--- src/rtl/vga_pkg.sv ---
// Shared types and sizing helpers for the pixel-domain stream controller.
// Also used by the timing generator through vga_pix_counter.
package vga_pkg;

  localparam int HDISP_DEF = 800;
  localparam int VDISP_DEF = 480;

  typedef enum logic [1:0] {
    PREFILL = 2'd0,
    ARM     = 2'd1,
    STREAM  = 2'd2,
    RESYNC  = 2'd3
  } state_e;

  // Width of a counter holding 0..n-1 (at least one bit).
  function automatic int cnt_w(input int n);
    return (n > 1) ? $clog2(n) : 1;
  endfunction

endpackage

--- src/rtl/vga_stream_ctrl_if.sv ---
// FIFO-read and page-flip signals between the controller and its peers.
// master = controller side, slave = FIFO / page-flip requester side.
interface vga_stream_ctrl_if #(
  parameter int ADDR_W = 32
);

  logic              fifo_almost_full_i;
  logic              fifo_empty_i;
  logic              fifo_read_o;
  logic              swap_req_i;
  logic [ADDR_W-1:0] back_base_i;
  logic [ADDR_W-1:0] frame_base_o;
  logic              swap_ack_o;

  modport master (
    input  fifo_almost_full_i,
    input  fifo_empty_i,
    input  swap_req_i,
    input  back_base_i,
    output fifo_read_o,
    output frame_base_o,
    output swap_ack_o
  );

  modport slave (
    output fifo_almost_full_i,
    output fifo_empty_i,
    output swap_req_i,
    output back_base_i,
    input  fifo_read_o,
    input  frame_base_o,
    input  swap_ack_o
  );

endinterface

--- src/rtl/vga_pix_counter.sv ---
// Active-pixel x/y counter with enable, clear and end-of-frame flag.
// Clear has priority over enable.
module vga_pix_counter
  import vga_pkg::*;
#(
  parameter int HDISP = HDISP_DEF,
  parameter int VDISP = VDISP_DEF,
  localparam int XW = cnt_w(HDISP),
  localparam int YW = cnt_w(VDISP)
) (
  input  logic          clk_i,
  input  logic          rst_i,
  input  logic          en_i,
  input  logic          clr_i,
  output logic [XW-1:0] x_o,
  output logic [YW-1:0] y_o,
  output logic          eof_o
);

  logic [XW-1:0] x_q, x_d;
  logic [YW-1:0] y_q, y_d;
  logic          x_last;
  logic          y_last;

  assign x_last = (x_q == XW'(HDISP - 1));
  assign y_last = (y_q == YW'(VDISP - 1));
  assign eof_o  = en_i && x_last && y_last;
  assign x_o    = x_q;
  assign y_o    = y_q;

  // Next position: wrap x at line end, wrap y at frame end.
  always_comb begin
    x_d = x_q;
    y_d = y_q;
    if (clr_i) begin
      x_d = '0;
      y_d = '0;
    end else if (en_i) begin
      if (x_last) begin
        x_d = '0;
        y_d = y_last ? '0 : y_q + 1'b1;
      end else begin
        x_d = x_q + 1'b1;
      end
    end
  end

  // Position registers.
  always_ff @(posedge clk_i or posedge rst_i) begin
    if (rst_i) begin
      x_q <= '0;
      y_q <= '0;
    end else begin
      x_q <= x_d;
      y_q <= y_d;
    end
  end

endmodule

--- src/rtl/vga_stream_ctrl.sv ---
// Frame-buffer read sequencer: prefill, VS-qualified start, underflow resync
// and end-of-frame page flip. Optional counters under UNDERFLOW_STATS_EN.
module vga_stream_ctrl
  import vga_pkg::*;
#(
  parameter int HDISP         = HDISP_DEF,
  parameter int VDISP         = VDISP_DEF,
  parameter int ADDR_W        = 32,
  parameter int RESYNC_CYCLES = 16,
  localparam int XW = cnt_w(HDISP),
  localparam int YW = cnt_w(VDISP)
) (
  input  logic                pixel_clk,
  input  logic                pixel_rst,
  input  logic                blank_i,
  input  logic                vs_i,
  vga_stream_ctrl_if.master   bus,
  output logic                resync_o,
  output logic                streaming_o,
  output logic [XW-1:0]       x_o,
  output logic [YW-1:0]       y_o
`ifdef UNDERFLOW_STATS_EN
  ,
  output logic [15:0]         underflow_cnt_o,
  output logic [15:0]         frame_cnt_o
`endif
);

  localparam int TW = cnt_w(RESYNC_CYCLES);

  state_e            state_q, state_d;
  logic              vs_seen_q, vs_seen_d;
  logic              blank_q;
  logic [TW-1:0]     rs_cnt_q, rs_cnt_d;
  logic              pend_q, pend_d;
  logic [ADDR_W-1:0] pend_base_q, pend_base_d;
  logic [ADDR_W-1:0] base_q, base_d;
  logic              streaming_q;

  logic go;
  logic rd;
  logic underflow;
  logic eof;
  logic apply;
  logic rs_done;

  // First blank rise after a VS low starts streaming on that same pixel.
  assign go = (state_q == ARM) && vs_seen_q
           && blank_i && !blank_q;
  assign rd = blank_i && ((state_q == STREAM) || go);
  assign underflow = (state_q == STREAM) && rd
                  && bus.fifo_empty_i;
  assign rs_done = (rs_cnt_q == TW'(RESYNC_CYCLES - 1));

  vga_pix_counter #(
    .HDISP (HDISP),
    .VDISP (VDISP)
  ) u_pix (
    .clk_i (pixel_clk),
    .rst_i (pixel_rst),
    .en_i  (rd),
    .clr_i (underflow),
    .x_o   (x_o),
    .y_o   (y_o),
    .eof_o (eof)
  );

  // State register.
  always_ff @(posedge pixel_clk or posedge pixel_rst) begin
    if (pixel_rst) state_q <= PREFILL;
    else           state_q <= state_d;
  end

  // Next-state decode.
  always_comb begin
    state_d = state_q;
    unique case (state_q)
      PREFILL: if (bus.fifo_almost_full_i) state_d = ARM;
      ARM:     if (go)                     state_d = STREAM;
      STREAM:  if (underflow)              state_d = RESYNC;
      RESYNC:  if (rs_done)                state_d = PREFILL;
    endcase
  end

  // Output decode.
  always_comb begin
    bus.fifo_read_o  = rd;
    bus.swap_ack_o   = apply;
    bus.frame_base_o = base_q;
    resync_o         = (state_q == RESYNC);
    streaming_o      = streaming_q;
  end

  // VS flag lives only in ARM, so it is clear on every ARM entry.
  always_comb begin
    vs_seen_d = vs_seen_q;
    if (state_q != ARM) vs_seen_d = 1'b0;
    else if (!vs_i)     vs_seen_d = 1'b1;
  end

  // Resync hold timer counts cycles spent in RESYNC.
  always_comb begin
    rs_cnt_d = '0;
    if (state_q == RESYNC) rs_cnt_d = rs_cnt_q + 1'b1;
  end

  // Flip at frame end, or right away when the reader restarts anyway.
  // A request in the apply cycle is kept for the next opportunity.
  always_comb begin
    apply = pend_q && (eof || underflow
         || (state_q == RESYNC) || (state_q == PREFILL));
    pend_d      = pend_q;
    pend_base_d = pend_base_q;
    base_d      = base_q;
    if (apply) begin
      base_d = pend_base_q;
      pend_d = 1'b0;
    end
    if (bus.swap_req_i) begin
      pend_d      = 1'b1;
      pend_base_d = bus.back_base_i;
    end
  end

  // Control and page-flip registers.
  always_ff @(posedge pixel_clk or posedge pixel_rst) begin
    if (pixel_rst) begin
      vs_seen_q   <= 1'b0;
      blank_q     <= 1'b0;
      rs_cnt_q    <= '0;
      pend_q      <= 1'b0;
      pend_base_q <= '0;
      base_q      <= '0;
      streaming_q <= 1'b0;
    end else begin
      vs_seen_q   <= vs_seen_d;
      blank_q     <= blank_i;
      rs_cnt_q    <= rs_cnt_d;
      pend_q      <= pend_d;
      pend_base_q <= pend_base_d;
      base_q      <= base_d;
      streaming_q <= (state_d == STREAM);
    end
  end

`ifdef UNDERFLOW_STATS_EN
  logic [15:0] ucnt_q;
  logic [15:0] fcnt_q;

  // Saturating underflow count and wrapping frame count.
  always_ff @(posedge pixel_clk or posedge pixel_rst) begin
    if (pixel_rst) begin
      ucnt_q <= '0;
      fcnt_q <= '0;
    end else begin
      if (underflow && (ucnt_q != 16'hFFFF))
        ucnt_q <= ucnt_q + 16'd1;
      if (eof)
        fcnt_q <= fcnt_q + 16'd1;
    end
  end

  assign underflow_cnt_o = ucnt_q;
  assign frame_cnt_o     = fcnt_q;
`endif

endmodule
--- src/flat_wrapper.sv ---
// flat-port wrapper written by rule: the top's interface ports become plain ports
module vga_stream_ctrl_flat import vga_pkg::*;
#(
  parameter int HDISP         = HDISP_DEF,
  parameter int VDISP         = VDISP_DEF,
  parameter int ADDR_W        = 32,
  parameter int RESYNC_CYCLES = 16,
  localparam int XW = cnt_w(HDISP),
  localparam int YW = cnt_w(VDISP)
)
  (pixel_clk, pixel_rst, blank_i, vs_i, resync_o, streaming_o, x_o, y_o, bus_fifo_almost_full_i, bus_fifo_empty_i, bus_swap_req_i, bus_back_base_i, bus_fifo_read_o, bus_frame_base_o, bus_swap_ack_o);
  vga_stream_ctrl_if #(.ADDR_W(ADDR_W)) bus_i ();
  input  logic pixel_clk;
  input  logic pixel_rst;
  input  logic blank_i;
  input  logic vs_i;
  output logic resync_o;
  output logic streaming_o;
  output logic [XW-1:0] x_o;
  output logic [YW-1:0] y_o;
  input wire logic [$bits(bus_i.fifo_almost_full_i)-1:0] bus_fifo_almost_full_i;
  input wire logic [$bits(bus_i.fifo_empty_i)-1:0] bus_fifo_empty_i;
  input wire logic [$bits(bus_i.swap_req_i)-1:0] bus_swap_req_i;
  input wire logic [$bits(bus_i.back_base_i)-1:0] bus_back_base_i;
  output wire logic [$bits(bus_i.fifo_read_o)-1:0] bus_fifo_read_o;
  output wire logic [$bits(bus_i.frame_base_o)-1:0] bus_frame_base_o;
  output wire logic [$bits(bus_i.swap_ack_o)-1:0] bus_swap_ack_o;
  assign bus_i.fifo_almost_full_i = bus_fifo_almost_full_i;
  assign bus_i.fifo_empty_i = bus_fifo_empty_i;
  assign bus_i.swap_req_i = bus_swap_req_i;
  assign bus_i.back_base_i = bus_back_base_i;
  assign bus_fifo_read_o = bus_i.fifo_read_o;
  assign bus_frame_base_o = bus_i.frame_base_o;
  assign bus_swap_ack_o = bus_i.swap_ack_o;
  vga_stream_ctrl #(.HDISP(HDISP), .VDISP(VDISP), .ADDR_W(ADDR_W), .RESYNC_CYCLES(RESYNC_CYCLES)) u_core (.pixel_clk(pixel_clk), .pixel_rst(pixel_rst), .blank_i(blank_i), .vs_i(vs_i), .bus(bus_i), .resync_o(resync_o), .streaming_o(streaming_o), .x_o(x_o), .y_o(y_o));
endmodule
--- config.mk ---
export PLATFORM = sky130hd
export DESIGN_NAME = vga_stream_ctrl_flat
export DESIGN_NICKNAME = d
export VERILOG_FILES = /design/src/rtl/vga_pkg.sv /design/src/rtl/vga_stream_ctrl_if.sv /design/src/rtl/vga_pix_counter.sv /design/src/rtl/vga_stream_ctrl.sv /design/src/flat_wrapper.sv
export SDC_FILE = /design/constraint.sdc
export NUM_CORES = 1
export LEC_CHECK = 0
export BUFFER_PORTS_ARGS = -buffer_cell sky130_fd_sc_hd__buf_4
export CAP_MARGIN = 15
export CORE_MARGIN = 2
export CORE_UTILIZATION = 53
export CTS_CLUSTER_SIZE = 25
export DETAILED_ROUTE_END_ITERATION = 7
export GPL_ROUTABILITY_DRIVEN = 0
export PLACE_DENSITY_LB_ADDON = 0.2
export SYNTH_ARGS = -nofsm -noshare
export SYNTH_HDL_FRONTEND = slang
export SYNTH_HIERARCHICAL = 1
export SYNTH_SLANG_ARGS = --single-unit
--- constraint.sdc ---
create_clock -name pixel_clk -period 3.2 [get_ports pixel_clk]
set_input_delay 0.64 -clock pixel_clk [delete_from_list [all_inputs] [get_ports pixel_clk]]
set_output_delay 0.64 -clock pixel_clk [all_outputs]
set_load 0.05 [all_outputs]
==> results.md <==
- CP Capture Type: primary output
- Via density: 5.18
- Worst EP required: 2560 ps
- Buf+Inv Stages, Crit Path: 1
- Vias: 2573
- Core Footprint: 0.00718 mm^2
- DP Wirelength: 5.30 mm
- Worst hold-check path type: primary input to async pin
- CP max-delay cell: dfrtp_1
- Status: complete, no violations
- Top cells by count, synth: 93 x dfrtp_1, 32 x mux2_1, 32 x mux2_2
- Crit share post-route: 91.0%
- Maximum vdd drop: 360 uV
- Max Clock Freq: 343 MHz
- Htree depth: 3
- Arrival time worst endpoint: 2270 ps
- RSZ-0062 raised after global routing: no
- Most used cell, CP: nand2_1
- Setup TNS: 0 ps
- Area Growth Syn to Fin: 26.6%
- Slew @ Worst Pin: 754 ps
- Initial Util: 54.0%
- FP Rows: 31
- Final core occ: 68.4%
- # setup viols final: 0
- Most numerous cell in the Yosys netlist: dfrtp_1
- Die Y: 89.5 um
- Wire per inst: 14.8 um
- Die width: 89.5 um
- Root Driver: clkbuf_8
- Cell Pwr Density: 907 mW/mm^2
- Nets: 435
- Highest fanout seen on the critical path: 11
- Sequential cell area: 0.00233 mm^2
- Post-Route WL: 7.37 mm
- WS Path Type: flip-flop to primary output
- Post-Place Cells: 481
- Synth warn: 6
- Area leader, netlist: dfrtp_1
- IO buf count: 93
- Post-Syn Nets: 335
- First-pass GRT wire length: 11.7 mm
- TritonCTS clock tree: done
- Crit path max-delay family: simple AND/OR/NAND/NOR gates
- Total congestion overflow: 0
- Max cap viols: 0
- Router iterations before antenna repair: 4
- Cell Area, Placed: 0.00468 mm^2
- Post-route ant nets: 0
- Sequential share of the synthesized area: 60.1%
- Die area: 0.00801 mm^2
- Post-synth top area share: 60.1%
- Ys async rst share: 100%
- Post CTS Setup Buffer Count: 0
- Final Non-Filler Cells: 497
- Syn Area/Cell: 13.2 um^2
- Inserted Diodes: 0
- Static Leak: 2.28 nW
- Fillers: 559
- EDFF count, synth: 0
- Post-route DRC: 0
- Initial drt markers: 107
- Minimum clock period: 2910 ps
- Critical Path Max Stage Delay: 470 ps
- Syn Std Cell Area: 0.00387 mm^2
- Num CTS Buffers: 9
- Largest net degree at the start of global routing: 34
- Normalized max-slew margin: 49.7%
- Post-synthesis cell type count: 41
- Number of antenna violations at the first check in global routing: 0
- Vias in the first global route: 2528
- Layout cells sized above 1: 39.2%
- Top post-synthesis cells by area: dfrtp_1 60%, mux2_1 9.3%, mux2_2 9.3%
- Post-Syn Instances: 293
- Area occupied by multi-input gates: 0.00145 mm^2
- Final hold violations: 0
- Cell chain of the critical path: nor2b_1 -> nand2_1 -> a21boi_2 -> and4_1 -> nand3_1 -> nor2_1 -> nand2_1 -> nand2_4 -> buf_4
- All-layer global routing usage: 19.3%
- Synthesized flop and latch total: 93
- CTS Sinks: 93
- Critical Path Start Type: flip-flop
- Clk pin slew, worst setup/hold paths: 100 ps
- Worst skew pair latency: 360 ps
- Max Slew Vio Count: 0
- Clk_skew: 8.98 ps
- Post-Layout Inst Area: 0.00490 mm^2
- IO Count: 94
- Clock Path Buffers: 2
- Post-synth top flop: dfrtp_1
-- layer usage --
| layer | up-vias | GRT usage, % | part of all wire, % |
|---|---|---|---|
| met4 | 0 | 8.55 | 1.3 |
| met5 | - | 0 | 0 |
| li1 | 1225 | - | - |
| met2 | 67 | 30.0 | 48 |
| met3 | 8 | 3.97 | 5.3 |
| met1 | 1273 | 26.3 | 45 |
-- sequential cells by signal (all words and copies together), names as in the netlist --
signal and flops:
u_core/rs_cnt_q 4, u_core/u_pix/y_o 9, u_core/streaming_o 1, u_core/u_pix/x_o 10, u_core/bus.frame_base_o 32, u_core/pend_base_q 32
u_core/vs_seen_q 1, u_core/pend_q 1, u_core/state_q 2, u_core/blank_q 1
-- report_power, final --
group	total, W	switching [W]	internal, W
registers	0.00169	0.000203	0.00149
clock network	0.000827	0.000445	0.000382
logic	0.00193	0.00129	0.000635
total	0.00445	0.00194	0.00251
-- worst register-to-register path: stages, from the launching register on --
cell and delay (ps):
dfrtp_1 470, nor2b_1 210, nand2_1 80, a21boi_2 150, and4_1 220, nand3_1 100, nor2_1 170, nand2_1 110
nand2_4 170, buf_4 340, mux2_1 370
-- cell type report --
type,count,area share [%]
clock inverters,7,1.91
multi-input cells,180,29.6
inverters,9,0.689
flip-flops and latches,93,47.4
clock buffers,9,2.53
repair buffers,100,15.3
well taps,99,2.53
-- what timing repair did --
| action | 4_1_cts | 5_1_grt |
|---|---|---|
| hold buffers | 0 | 0 |
| resized for setup | 0 | 1 |
| endpoints found under the setup margin | 0 | 1 |
-- kinds of logic (layout without fill, tap and decap cells) --
group	Yosys count	count (layout)	share of synthesized area [%]
AO/OA/AOI/OAI	27	27	4.46
buffers and inverters	20	125	2.71
multiplexers	65	65	18.9
XOR/XNOR	13	13	2.94
AND/OR/NAND/NOR	72	72	10.0
flip-flops	93	93	60.1
adder cells (fa/ha/maj)	3	3	0.969
-- final timing paths --
path / start / to / slack [ps] / depth (start not counted)
min: pixel_rst / u_core/pend_base_q[30]$_DFFE_PP0P_ / 300 / 2
max reg2reg: u_core/state_q[0]$_DFF_PP0_ / u_core/bus.frame_base_o[6]$_DFFE_PP0P_ / 700 / 10
min reg2reg: u_core/rs_cnt_q[0]$_DFF_PP0_ / u_core/rs_cnt_q[0]$_DFF_PP0_ / 480 / 1
max in group asynchronous: pixel_rst / u_core/streaming_o$_DFF_PP0_ / 2120 / 3
min in group pixel_clk: blank_i / u_core/blank_q$_DFF_PP0_ / 420 / 1
max: u_core/state_q[0]$_DFF_PP0_ / bus_swap_ack_o / 290 / 9
-- through the flow --
stage | worst slack, ps | hold slack [ps] | power [W]
floorplan | 45.9 | 433 | 0.00308
global placement | 585 | 459 | 0.00362
detailed placement | 561 | 465 | 0.00366
CTS | 205 | 302 | 0.00449
global route | 51.5 | 309 | 0.00468
finish | 288 | 296 | 0.00445
-- placed cells by master (no fill, tap or decap), types with 4 or more instances in the layout --
cell / n
buf_4: 100
dfrtp_1: 93
mux2_2: 32
mux2_1: 32
nor2_1: 20
nand2_1: 15
clkbuf_8: 9
inv_1: 8
o21ai_0: 8
xnor2_1: 8
nand3_1: 7
a21oi_1: 7
nand2b_1: 6
xor2_1: 5
nand4_1: 4
Power figures use the tool's default switching activity.
